===== src/rtl/control_fsm.sv =====
// Multi-cycle RV32I control unit (lw, sw, R, I-ALU, beq, jal); Moore state outputs plus combinational ALU/imm decode.
// Latency lw 5, sw/R/I/jal 4, beq 3, illegal 2 cycles; no stall input, every instruction returns to FETCH.
package pa_riscv;
    typedef enum logic [3:0] {
        ALU_ADD = 4'd0,
        ALU_SUB = 4'd1,
        ALU_SLT = 4'd2,
        ALU_AND = 4'd3,
        ALU_OR  = 4'd4,
        ALU_XOR = 4'd5
    } alu_op_e;

    localparam logic [6:0] OP_LW  = 7'b0000011;
    localparam logic [6:0] OP_SW  = 7'b0100011;
    localparam logic [6:0] OP_R   = 7'b0110011;
    localparam logic [6:0] OP_I   = 7'b0010011;
    localparam logic [6:0] OP_BEQ = 7'b1100011;
    localparam logic [6:0] OP_JAL = 7'b1101111;

    localparam logic [2:0] F3_ADD = 3'b000;
    localparam logic [2:0] F3_SLT = 3'b010;
    localparam logic [2:0] F3_XOR = 3'b100;
    localparam logic [2:0] F3_OR  = 3'b110;
    localparam logic [2:0] F3_AND = 3'b111;
endpackage

module control_fsm
    import pa_riscv::*;
(
    input  logic           i_clk,
    input  logic           i_arst_n,
    control_fsm_if.master  ctl
);
    typedef enum logic [3:0] {
        S_FETCH, S_DECODE, S_MEMADR, S_MEMREAD, S_MEMWB, S_MEMWRITE,
        S_EXECUTER, S_EXECUTEI, S_ALUWB, S_BEQ, S_JAL
    } state_e;

    state_e     state_q, state_d;
    logic       pc_update, branch, adr_src, mem_write, ir_write, reg_write, illegal_op;
    logic [1:0] result_src, src_a, src_b, alu_op;
    alu_op_e    alu_sel;
    logic       funct_bad;
    logic [1:0] imm_src;

    always_ff @(posedge i_clk or negedge i_arst_n) begin
        if (!i_arst_n) state_q <= S_FETCH;
        else           state_q <= state_d;
    end

    always_comb begin
        state_d    = state_q;
        pc_update  = 1'b0;
        branch     = 1'b0;
        adr_src    = 1'b0;
        mem_write  = 1'b0;
        ir_write   = 1'b0;
        reg_write  = 1'b0;
        illegal_op = 1'b0;
        result_src = 2'b00;
        src_a      = 2'b00;
        src_b      = 2'b00;
        alu_op     = 2'b00;
        case (state_q)
            S_FETCH: begin
                ir_write   = 1'b1;
                src_b      = 2'b10;
                result_src = 2'b10;
                pc_update  = 1'b1;
                state_d    = S_DECODE;
            end
            S_DECODE: begin
                // DECODE precomputes the branch/jump target from oldPC + imm
                src_a = 2'b01;
                src_b = 2'b01;
                case (ctl.i_op)
                    OP_LW, OP_SW: state_d = S_MEMADR;
                    OP_R:         state_d = S_EXECUTER;
                    OP_I:         state_d = S_EXECUTEI;
                    OP_JAL:       state_d = S_JAL;
                    OP_BEQ:       state_d = S_BEQ;
                    default: begin
                        state_d    = S_FETCH;
                        illegal_op = 1'b1;
                    end
                endcase
            end
            S_MEMADR: begin
                src_a   = 2'b10;
                src_b   = 2'b01;
                state_d = (ctl.i_op == OP_SW) ? S_MEMWRITE : S_MEMREAD;
            end
            S_MEMREAD: begin
                adr_src = 1'b1;
                state_d = S_MEMWB;
            end
            S_MEMWB: begin
                result_src = 2'b01;
                reg_write  = 1'b1;
                state_d    = S_FETCH;
            end
            S_MEMWRITE: begin
                adr_src   = 1'b1;
                mem_write = 1'b1;
                state_d   = S_FETCH;
            end
            S_EXECUTER: begin
                src_a   = 2'b10;
                alu_op  = 2'b10;
                state_d = S_ALUWB;
            end
            S_EXECUTEI: begin
                src_a   = 2'b10;
                src_b   = 2'b01;
                alu_op  = 2'b10;
                state_d = S_ALUWB;
            end
            S_ALUWB: begin
                reg_write = 1'b1;
                state_d   = S_FETCH;
            end
            S_BEQ: begin
                src_a   = 2'b10;
                alu_op  = 2'b01;
                branch  = 1'b1;
                state_d = S_FETCH;
            end
            S_JAL: begin
                src_a     = 2'b01;
                src_b     = 2'b10;
                pc_update = 1'b1;
                state_d   = S_ALUWB;
            end
            default: state_d = S_FETCH;
        endcase
    end

    // Unknown funct3 still executes as ADD and retires; it is only flagged
    always_comb begin
        alu_sel   = ALU_ADD;
        funct_bad = 1'b0;
        case (alu_op)
            2'b01: alu_sel = ALU_SUB;
            2'b10: begin
                case (ctl.i_funct3)
                    F3_ADD:  alu_sel = (ctl.i_op == OP_R && ctl.i_funct7b5) ? ALU_SUB : ALU_ADD;
                    F3_SLT:  alu_sel = ALU_SLT;
                    F3_XOR:  alu_sel = ALU_XOR;
                    F3_OR:   alu_sel = ALU_OR;
                    F3_AND:  alu_sel = ALU_AND;
                    default: funct_bad = 1'b1;
                endcase
            end
            default: alu_sel = ALU_ADD;
        endcase
    end

    always_comb begin
        imm_src = 2'b00;
        case (ctl.i_op)
            OP_SW:   imm_src = 2'b01;
            OP_BEQ:  imm_src = 2'b10;
            OP_JAL:  imm_src = 2'b11;
            default: imm_src = 2'b00;
        endcase
    end

    // Write enables are gated by reset directly so nothing commits while reset is held
    assign ctl.o_pcWrite           = i_arst_n & (pc_update | (branch & ctl.i_zeroFlag));
    assign ctl.o_irWrite           = i_arst_n & ir_write;
    assign ctl.o_regWrite          = i_arst_n & reg_write;
    assign ctl.o_memWrite          = i_arst_n & mem_write;
    assign ctl.o_illegal           = i_arst_n & (illegal_op | funct_bad);
    assign ctl.o_adrSrc            = adr_src;
    assign ctl.o_resultSrc         = result_src;
    assign ctl.o_aluSrcA           = src_a;
    assign ctl.o_aluSrcB           = src_b;
    assign ctl.o_aluLogicOperation = alu_sel;
    assign ctl.o_immSrc            = imm_src;
endmodule

===== src/rtl/control_fsm_if.sv =====
// Control/datapath boundary of the multi-cycle RV32I core: instruction fields and ALU zero flag in,
// mux selects, ALU operation and write enables out. master = control unit, slave = datapath.
interface control_fsm_if;
    logic [6:0] i_op;
    logic [2:0] i_funct3;
    logic       i_funct7b5;
    logic       i_zeroFlag;
    logic       o_pcWrite;
    logic       o_adrSrc;
    logic       o_memWrite;
    logic       o_irWrite;
    logic [1:0] o_resultSrc;
    logic [1:0] o_aluSrcA;
    logic [1:0] o_aluSrcB;
    logic [3:0] o_aluLogicOperation;
    logic [1:0] o_immSrc;
    logic       o_regWrite;
    logic       o_illegal;

    modport master (
        input  i_op, i_funct3, i_funct7b5, i_zeroFlag,
        output o_pcWrite, o_adrSrc, o_memWrite, o_irWrite, o_resultSrc, o_aluSrcA,
               o_aluSrcB, o_aluLogicOperation, o_immSrc, o_regWrite, o_illegal
    );

    modport slave (
        output i_op, i_funct3, i_funct7b5, i_zeroFlag,
        input  o_pcWrite, o_adrSrc, o_memWrite, o_irWrite, o_resultSrc, o_aluSrcA,
               o_aluSrcB, o_aluLogicOperation, o_immSrc, o_regWrite, o_illegal
    );
endinterface


===== src/flat_wrapper.sv =====
// flat-port wrapper written by rule: the top's interface ports become plain ports
module control_fsm_flat import pa_riscv::*;
  (i_clk, i_arst_n, ctl_i_op, ctl_i_funct3, ctl_i_funct7b5, ctl_i_zeroFlag, ctl_o_pcWrite, ctl_o_adrSrc, ctl_o_memWrite, ctl_o_irWrite, ctl_o_resultSrc, ctl_o_aluSrcA, ctl_o_aluSrcB, ctl_o_aluLogicOperation, ctl_o_immSrc, ctl_o_regWrite, ctl_o_illegal);
  control_fsm_if ctl_i ();
  input  logic i_clk;
  input  logic i_arst_n;
  input wire logic [$bits(ctl_i.i_op)-1:0] ctl_i_op;
  input wire logic [$bits(ctl_i.i_funct3)-1:0] ctl_i_funct3;
  input wire logic [$bits(ctl_i.i_funct7b5)-1:0] ctl_i_funct7b5;
  input wire logic [$bits(ctl_i.i_zeroFlag)-1:0] ctl_i_zeroFlag;
  output wire logic [$bits(ctl_i.o_pcWrite)-1:0] ctl_o_pcWrite;
  output wire logic [$bits(ctl_i.o_adrSrc)-1:0] ctl_o_adrSrc;
  output wire logic [$bits(ctl_i.o_memWrite)-1:0] ctl_o_memWrite;
  output wire logic [$bits(ctl_i.o_irWrite)-1:0] ctl_o_irWrite;
  output wire logic [$bits(ctl_i.o_resultSrc)-1:0] ctl_o_resultSrc;
  output wire logic [$bits(ctl_i.o_aluSrcA)-1:0] ctl_o_aluSrcA;
  output wire logic [$bits(ctl_i.o_aluSrcB)-1:0] ctl_o_aluSrcB;
  output wire logic [$bits(ctl_i.o_aluLogicOperation)-1:0] ctl_o_aluLogicOperation;
  output wire logic [$bits(ctl_i.o_immSrc)-1:0] ctl_o_immSrc;
  output wire logic [$bits(ctl_i.o_regWrite)-1:0] ctl_o_regWrite;
  output wire logic [$bits(ctl_i.o_illegal)-1:0] ctl_o_illegal;
  assign ctl_i.i_op = ctl_i_op;
  assign ctl_i.i_funct3 = ctl_i_funct3;
  assign ctl_i.i_funct7b5 = ctl_i_funct7b5;
  assign ctl_i.i_zeroFlag = ctl_i_zeroFlag;
  assign ctl_o_pcWrite = ctl_i.o_pcWrite;
  assign ctl_o_adrSrc = ctl_i.o_adrSrc;
  assign ctl_o_memWrite = ctl_i.o_memWrite;
  assign ctl_o_irWrite = ctl_i.o_irWrite;
  assign ctl_o_resultSrc = ctl_i.o_resultSrc;
  assign ctl_o_aluSrcA = ctl_i.o_aluSrcA;
  assign ctl_o_aluSrcB = ctl_i.o_aluSrcB;
  assign ctl_o_aluLogicOperation = ctl_i.o_aluLogicOperation;
  assign ctl_o_immSrc = ctl_i.o_immSrc;
  assign ctl_o_regWrite = ctl_i.o_regWrite;
  assign ctl_o_illegal = ctl_i.o_illegal;
  control_fsm u_core (.i_clk(i_clk), .i_arst_n(i_arst_n), .ctl(ctl_i));
endmodule

===== config.mk =====
export PLATFORM = sky130hd
export DESIGN_NAME = control_fsm_flat
export DESIGN_NICKNAME = d
export VERILOG_FILES = /design/src/rtl/control_fsm.sv /design/src/rtl/control_fsm_if.sv /design/src/flat_wrapper.sv
export SDC_FILE = /design/constraint.sdc
export NUM_CORES = 1
export LEC_CHECK = 0
export ABC_AREA = 1
export CORE_UTILIZATION = 42
export CTS_BUF_LIST = sky130_fd_sc_hd__clkbuf_8
export DETAILED_ROUTE_END_ITERATION = 10
export PLACE_DENSITY_LB_ADDON = 0.15
export SETUP_SLACK_MARGIN = 0.02
export SYNTH_ARGS = -nofsm -noshare
export SYNTH_HDL_FRONTEND = slang
export SYNTH_SLANG_ARGS = --single-unit

===== constraint.sdc =====
create_clock -name i_clk -period 3.2 [get_ports i_clk]
set_clock_uncertainty 0.2 [all_clocks]
set_input_delay 0.64 -clock i_clk [delete_from_list [all_inputs] [get_ports i_clk]]
set_output_delay 0.64 -clock i_clk [all_outputs]
set_load 0.02 [all_outputs]

## Yosys cells after proc, flatten, opt, wreduce, memory -nomap -nowiden

Index checks and enable logic that the tools add are counted.

- Register bits after elaboration: 4
- Output and inout port bits: 18
- Word-level logic and storage cells: 66

- Equality and inequality tests: 22
- Mux-type cells: 21
- Bitwise logic cells: 8
- Reductions and logical operators: 14

Operator list:

| kind | number |
|---|---|
| 4-bit case mux with 5 select lines | 3 |
| 4-bit by 3-bit equality test with 1-bit output (second input constant) | 4 |
| 2-bit case mux with 2 select lines | 4 |
| 7-bit by 6-bit equality test with 1-bit output (second input constant) | 2 |
| 7-bit equality test (second input constant) | 2 |
| 4-bit equality test (second input constant) | 3 |
| 2-bit OR reduction | 6 |
| 1-bit two-way mux | 11 |
| 3-bit equality test (second input constant) | 3 |
| 4-bit by 2-bit equality test with 1-bit output (second input constant) | 2 |
| 4-bit case mux with 2 select lines | 1 |
| 7-bit by 2-bit equality test with 1-bit output (second input constant) | 1 |
| 7-bit by 5-bit equality test with 1-bit output (second input constant) | 1 |
| 1-bit AND | 6 |
| 2-bit case mux with 3 select lines | 1 |
| 3-bit OR reduction | 2 |
| 6-bit OR reduction | 1 |
| 5-bit OR reduction | 1 |
| 4-bit by 1-bit equality test with 1-bit output (second input constant) | 1 |
| 4-bit zero test | 1 |
| 4-bit OR reduction | 1 |
| 3-bit by 2-bit equality test with 1-bit output (second input constant) | 1 |
| 3-bit zero test | 1 |
| 3-bit two-way mux | 1 |
| other kinds (4) | 5 |

## Longest topological paths before layout

- Depth after elaboration: 7
- Gate-level depth with buffers: 10
- Mapped depth without buffers: 10

## Worst setup path before layout

No wires, ideal clock.

- Path type: reg2out
- Start: reg u_core.state_q[3]
- End: out ctl_o_aluLogicOperation[0]
- Arrival time: 1.485 ns
- Slack: 0.875 ns
- Stages on the path, launching flop included: 9
- Cell sequence: dfrtp_1 > nor2_2 > inv_2 > nor2_1 > ha_1 > nand2_1 > a21oi_1 > nand2_1 > a21oi_1

- Longest elaborated chain between the ends: 5
- Elaborated cells on any way between the ends: 8
- Those cells by class: 5 x eq/ne; 2 x mux; 1 x reduce/logical

RTL lines:

| item | RTL line | source |
|---|---|---|
| from (decl) | control_fsm.sv:39 | `state_e state_q, state_d;` |
| from (signal assigned) | control_fsm.sv:48 | `else state_q <= state_d;` |
| 4-bit by 3-bit equality test with 1-bit output | control_fsm.sv:64 | `case (state_q)` |
| 2-bit OR reduction (no source line) | n/a |  |
| 2-bit case mux with 2 select lines * | control_fsm.sv:64 |  |
| 2-bit equality test or 2-bit by 1-bit equality test with 1-bit output (tied branches) | control_fsm.sv:142 | `case (alu_op)` |
| 4-bit case mux with 2 select lines * | control_fsm.sv:142 |  |
| to (decl) | flat_wrapper.sv:18 | `output wire logic [$bits(ctl_i.o_aluLogicOperation)-1:0] ctl_o_aluLogicOperation;` |

Mark *: on every way between the ends. The rest lies on a longest branch, timed or not.

## Worst setup path after layout

- Start: in ctl_i_op[4]
- End: out ctl_o_immSrc[1]

- Longest elaborated chain between the ends: 2
- Elaborated cells on any way between the ends: 4
- Those cells by class: 3 x eq/ne; 1 x mux

RTL lines:

| item | RTL line | source |
|---|---|---|
| from (decl) | flat_wrapper.sv:7 | `input wire logic [$bits(ctl_i.i_op)-1:0] ctl_i_op;` |
| 7-bit equality test or 7-bit by 6-bit equality test with 1-bit output (tied branches) | control_fsm.sv:160 | `case (ctl.i_op)` |
| 2-bit case mux with 3 select lines * | control_fsm.sv:160 |  |
| to (decl) | flat_wrapper.sv:19 | `output wire logic [$bits(ctl_i.o_immSrc)-1:0] ctl_o_immSrc;` |

Marks and branches as above.

==> impl_summary.md <==
Run status
The flow ran to the end, and the final reports show no timing, DRC or antenna violations.

Critical path
The number of cells on the critical path is 8. The critical path contains buffers and inverters numbering 6 combined. The termination of the worst setup path is ctl_o_immSrc[1].

In this run the critical register-to-register path is launched from u_core.state_q[2]. In this run the critical register-to-register path is captured at u_core.state_q[3]. For this run, the slowest stage of the critical path takes 590 ps. The reg2reg setup slack is 1880 ps.

The data arrival time of the worst path is 2250 ps. Traced cell by cell, the critical path runs through clkdlybuf4s50_1 -> inv_1 -> nand3_1 -> inv_1 -> o21ai_2 -> buf_4 -> inv_1 -> clkdlybuf4s50_1. STA classifies the critical path startpoint as an input pin.

The worst setup path is of the in2out kind. The required time at the endpoint of the critical path is 2360 ps. The slowest library cell on the worst path is sky130_fd_sc_hd__clkdlybuf4s50_1. The worst setup path is captured at an output port. The highest fanout seen on the critical path is 4.

In this design, the largest share of critical-path delay is due to buffers and inverters. In this design, the critical path's most frequently occurring cell is sky130_fd_sc_hd__inv_1. The worst register-to-register path has a depth of 5. The first element of the critical path is ctl_i_op[4].

Clock tree
The number of buffers created by CTS is 3. CTS saw 4 sinks. In this run the number of H-tree levels came out at 1.

The latest clock arrival within the worst-skew pair is 220 ps. The buffer type at the clock tree root is sky130_fd_sc_hd__clkbuf_8. In this run, post-CTS hold repair placed 0 buffers.

TritonCTS built the clock tree. After clock tree synthesis, the clock-pin slew on the worst setup and hold paths is 30 ps. The clock passes through at most 2 buffers.

Pwr
The switching portion of total power is 43.3%. The net switching power figure is 206 uW. For this design the static power due to leakage is 0.000531 uW.

Per report_power, the clock group accounts for 22.7% of the total. The sequential share of power is 15.7%. The peak supply drop is 0.260 mV. The internal portion of the total power is 269 uW. The fraction of power consumed by combinational cells is 61.7%. The power density of the placed cells is 498 nW/um2.

Floorplanning
In this run the vertical extent of the chip is 38.7 um. The floorplan has 12 rows. The effective utilization at floorplan is 48.3%. The width of the die is 38.7 um. Pin placement for this block handled 32 I/O pins. The die covers 1500 um2. The core footprint is 1170 um2.

Finish
The area taken by flip-flops and latches is 100 um2. After filler insertion, the fill cell instance count of the layout stands at 99. The multi-input combinational cells in the finished layout cover a total of 359 um2. The final net count is 151. The largest registers in the layout are u_core.state_q (4).

The number of flip-flops under the largest register name is 4. Relative to the synthesized area, the layout overhead comes to 68.6%. In the final layout, the share of cells above drive strength 1 is 17.3%. Ranked by flip-flop count, first place goes to u_core.state_q.

The final core utilization is 81.4%. The antenna diode count is 0.

Job
The number of max-capacitance violations reported is 0.

Timing
The least setup slack across all paths after layout is 109 ps. Setup repair after global routing left no endpoint under its margin. Subtracting the final worst setup slack from the clock period gives 3090 ps.

The count of final hold-check violations was 0. The max-slew violation count is 0. The final setup violation count is 0.

The final critical-path share of the clock period is 96.6%. Static timing analysis puts the maximum clock frequency at 324 MHz.

Placed design
During placement, the flow inserted port buffers numbering 30. The HPWL after detailed placement is 1220 um. OpenSTA, run right after detailed placement, puts the worst setup slack at -2.55 ps.

At the end of routability-driven placement, the weighted congestion stood at 0.780.

Yosys
The count of flip-flops with a built-in enable after synthesis is 0. Counting distinct cell types in the post-synthesis netlist gives 23. Dividing the synthesized area by the synthesized cell count gives 5.83 um2.

After synthesis, the share of flip-flops with an asynchronous set or reset is 100%. The largest family of logic cells by synthesized area is simple AND/OR/NAND/NOR gates. The number of warnings issued by yosys is 0. After synthesis the cells add up to 566 um2.

The most used flip-flop cell after synthesis is sky130_fd_sc_hd__dfrtp_1. Sorting the synthesized cells by area gives the leading types as sky130_fd_sc_hd__dfrtp_1, sky130_fd_sc_hd__inv_1, sky130_fd_sc_hd__nand3_1. Summing the areas of all compound-gate instances in the mapped netlist gives 13.5% of the synthesized area. After synthesis, the most frequently instantiated cells are sky130_fd_sc_hd__inv_1, sky130_fd_sc_hd__nand2_1, sky130_fd_sc_hd__nand3_1, sky130_fd_sc_hd__nor2_1. The proportion of synthesized area in mux cells is 0%. When the netlist entered floorplanning its net count stood at 113. By instance count, the leading cell after synthesis is sky130_fd_sc_hd__inv_1. The post-synthesis instance total is 97. The xor/xnor share of the synthesized area is 0%. Synthesis inferred 4 register bits. Sequential elements use 17.7% of the synthesized area. The share of synthesized cell area in full adder, half adder and majority cells is 4.42%. The top cell type by area accounts for 17.7% of the synthesized area. The synthesized-area fraction occupied by and/or/nand/nor cells is 44.9%. Of all cell types, the one taking the most synthesized area is sky130_fd_sc_hd__dfrtp_1.

Global routing
The first global-routing pass estimated 2500 um of wire. After global routing the overflow that remains totals 0. The via count of the first global-routing pass was 625. Global routing consumed, over all layers together, 25.1% of the routing resources. The pin count of the biggest net entering global routing is 7.

The initial antenna violation count was 0.

Drt
The aggregate routed wire length is 1640 um. The total number of vias is 752. The mean routed wirelength per cell is 11.1 um.

The number of search-and-repair iterations in the first detailed-routing pass is 4. The average vias per placed instance is 5.12. In the routed design, unresolved DRC markers number 0. For this block, the initial DRC count from the detailed router was 20.

Once detail routing completed, the nets flagged for antenna violations numbered 0.

Hold path
The classification of the worst-slack hold path is reg2reg.
[area by class of cell]
type                            count  share of cell area [%]
Tap cell                           14                    1.84
Timing Repair Buffer               34                    35.3
Sequential cell                     4                    10.5
Inverter                           26                    10.4
Multi-Input combinational cell     66                    37.7
Clock buffer                        3                    4.33
[power groups by stage]
stage          sequential, uW  clock, uW  combinational [uW]
6_report                 74.4        108                 293
5_1_grt                  75.7        112                 311
4_1_cts                  73.1        111                 294
3_5_place_dp             73.6          0                 292
3_3_place_gp             72.8          0                 290
2_1_floorplan            71.3          0                 166
[per-layer routing]
layer	share of wire, %	track usage [%]	wire length, um	vias up
li1	-	-	-	380
met1	41	28.7	674	330
met2	51	44.6	840	36
met3	5.4	3.47	89	6
met4	2.0	12.9	33	0
met5	0	0	0	-
[per-stage QoR]
step                std cells  instance area, um2  power [uW]  setup TNS (ps)  hold slack (ps)
finish                    147                 953         475               0              479
global route              147                 953         499               0              519
CTS                       147                 946         478               0              477
detailed placement        144                 906         365           -2.55              467
global placement          144                 906         363               0              432
floorplan                  97                 566         237               0              144
[layout by cell type, fill, tap and decap left out, drive strengths merged]
master / count
nand3: 13
dlygate4sd2: 1
clkinv: 1
buf: 4
a21oi: 4
o21ai: 1
ha: 2
o211ai: 3
nand4: 2
nor3: 3
dfrtp: 4
nor2: 15
a211oi: 1
conb: 1
dlymetal6s2s: 3
clkbuf: 3
o21a: 1
or2: 1
inv: 25
nand2: 19
clkdlybuf4s50: 26
[worst reg2reg max path: stages, from the launching register on]
cell and delay [ps]:
sky130_fd_sc_hd__dfrtp_1 390, sky130_fd_sc_hd__nor2_2 170, sky130_fd_sc_hd__inv_1 90, sky130_fd_sc_hd__nor2_4 140, sky130_fd_sc_hd__inv_2 80, sky130_fd_sc_hd__o211ai_2 170
[worst min-delay path by stage]
stage | from | cells after the start | end
3_3_place_gp | u_core.state_q[1] | 2 | u_core.state_q[2]
5_1_grt | u_core.state_q[1] | 2 | u_core.state_q[2]
6_report | u_core.state_q[1] | 2 | u_core.state_q[2]
3_5_place_dp | u_core.state_q[1] | 2 | u_core.state_q[2]
2_1_floorplan | i_arst_n | 0 | u_core.state_q[0]
4_1_cts | u_core.state_q[1] | 2 | u_core.state_q[2]
[cells by family after synthesis]
family                   Yosys count
adder cells (fa/ha/maj)            2
buffers and inverters             27
AND/OR/NAND/NOR                   53
AO/OA/AOI/OAI                     10
other                              1
flip-flops                         4
[repair_timing]
| item | 4_1_cts | 5_1_grt |
|---|---|---|
| resized for setup | 1 | 3 |
| setup buffers | 0 | 0 |
| setup endpoints to repair | 1 | 3 |
Power figures use the tool's default switching activity.
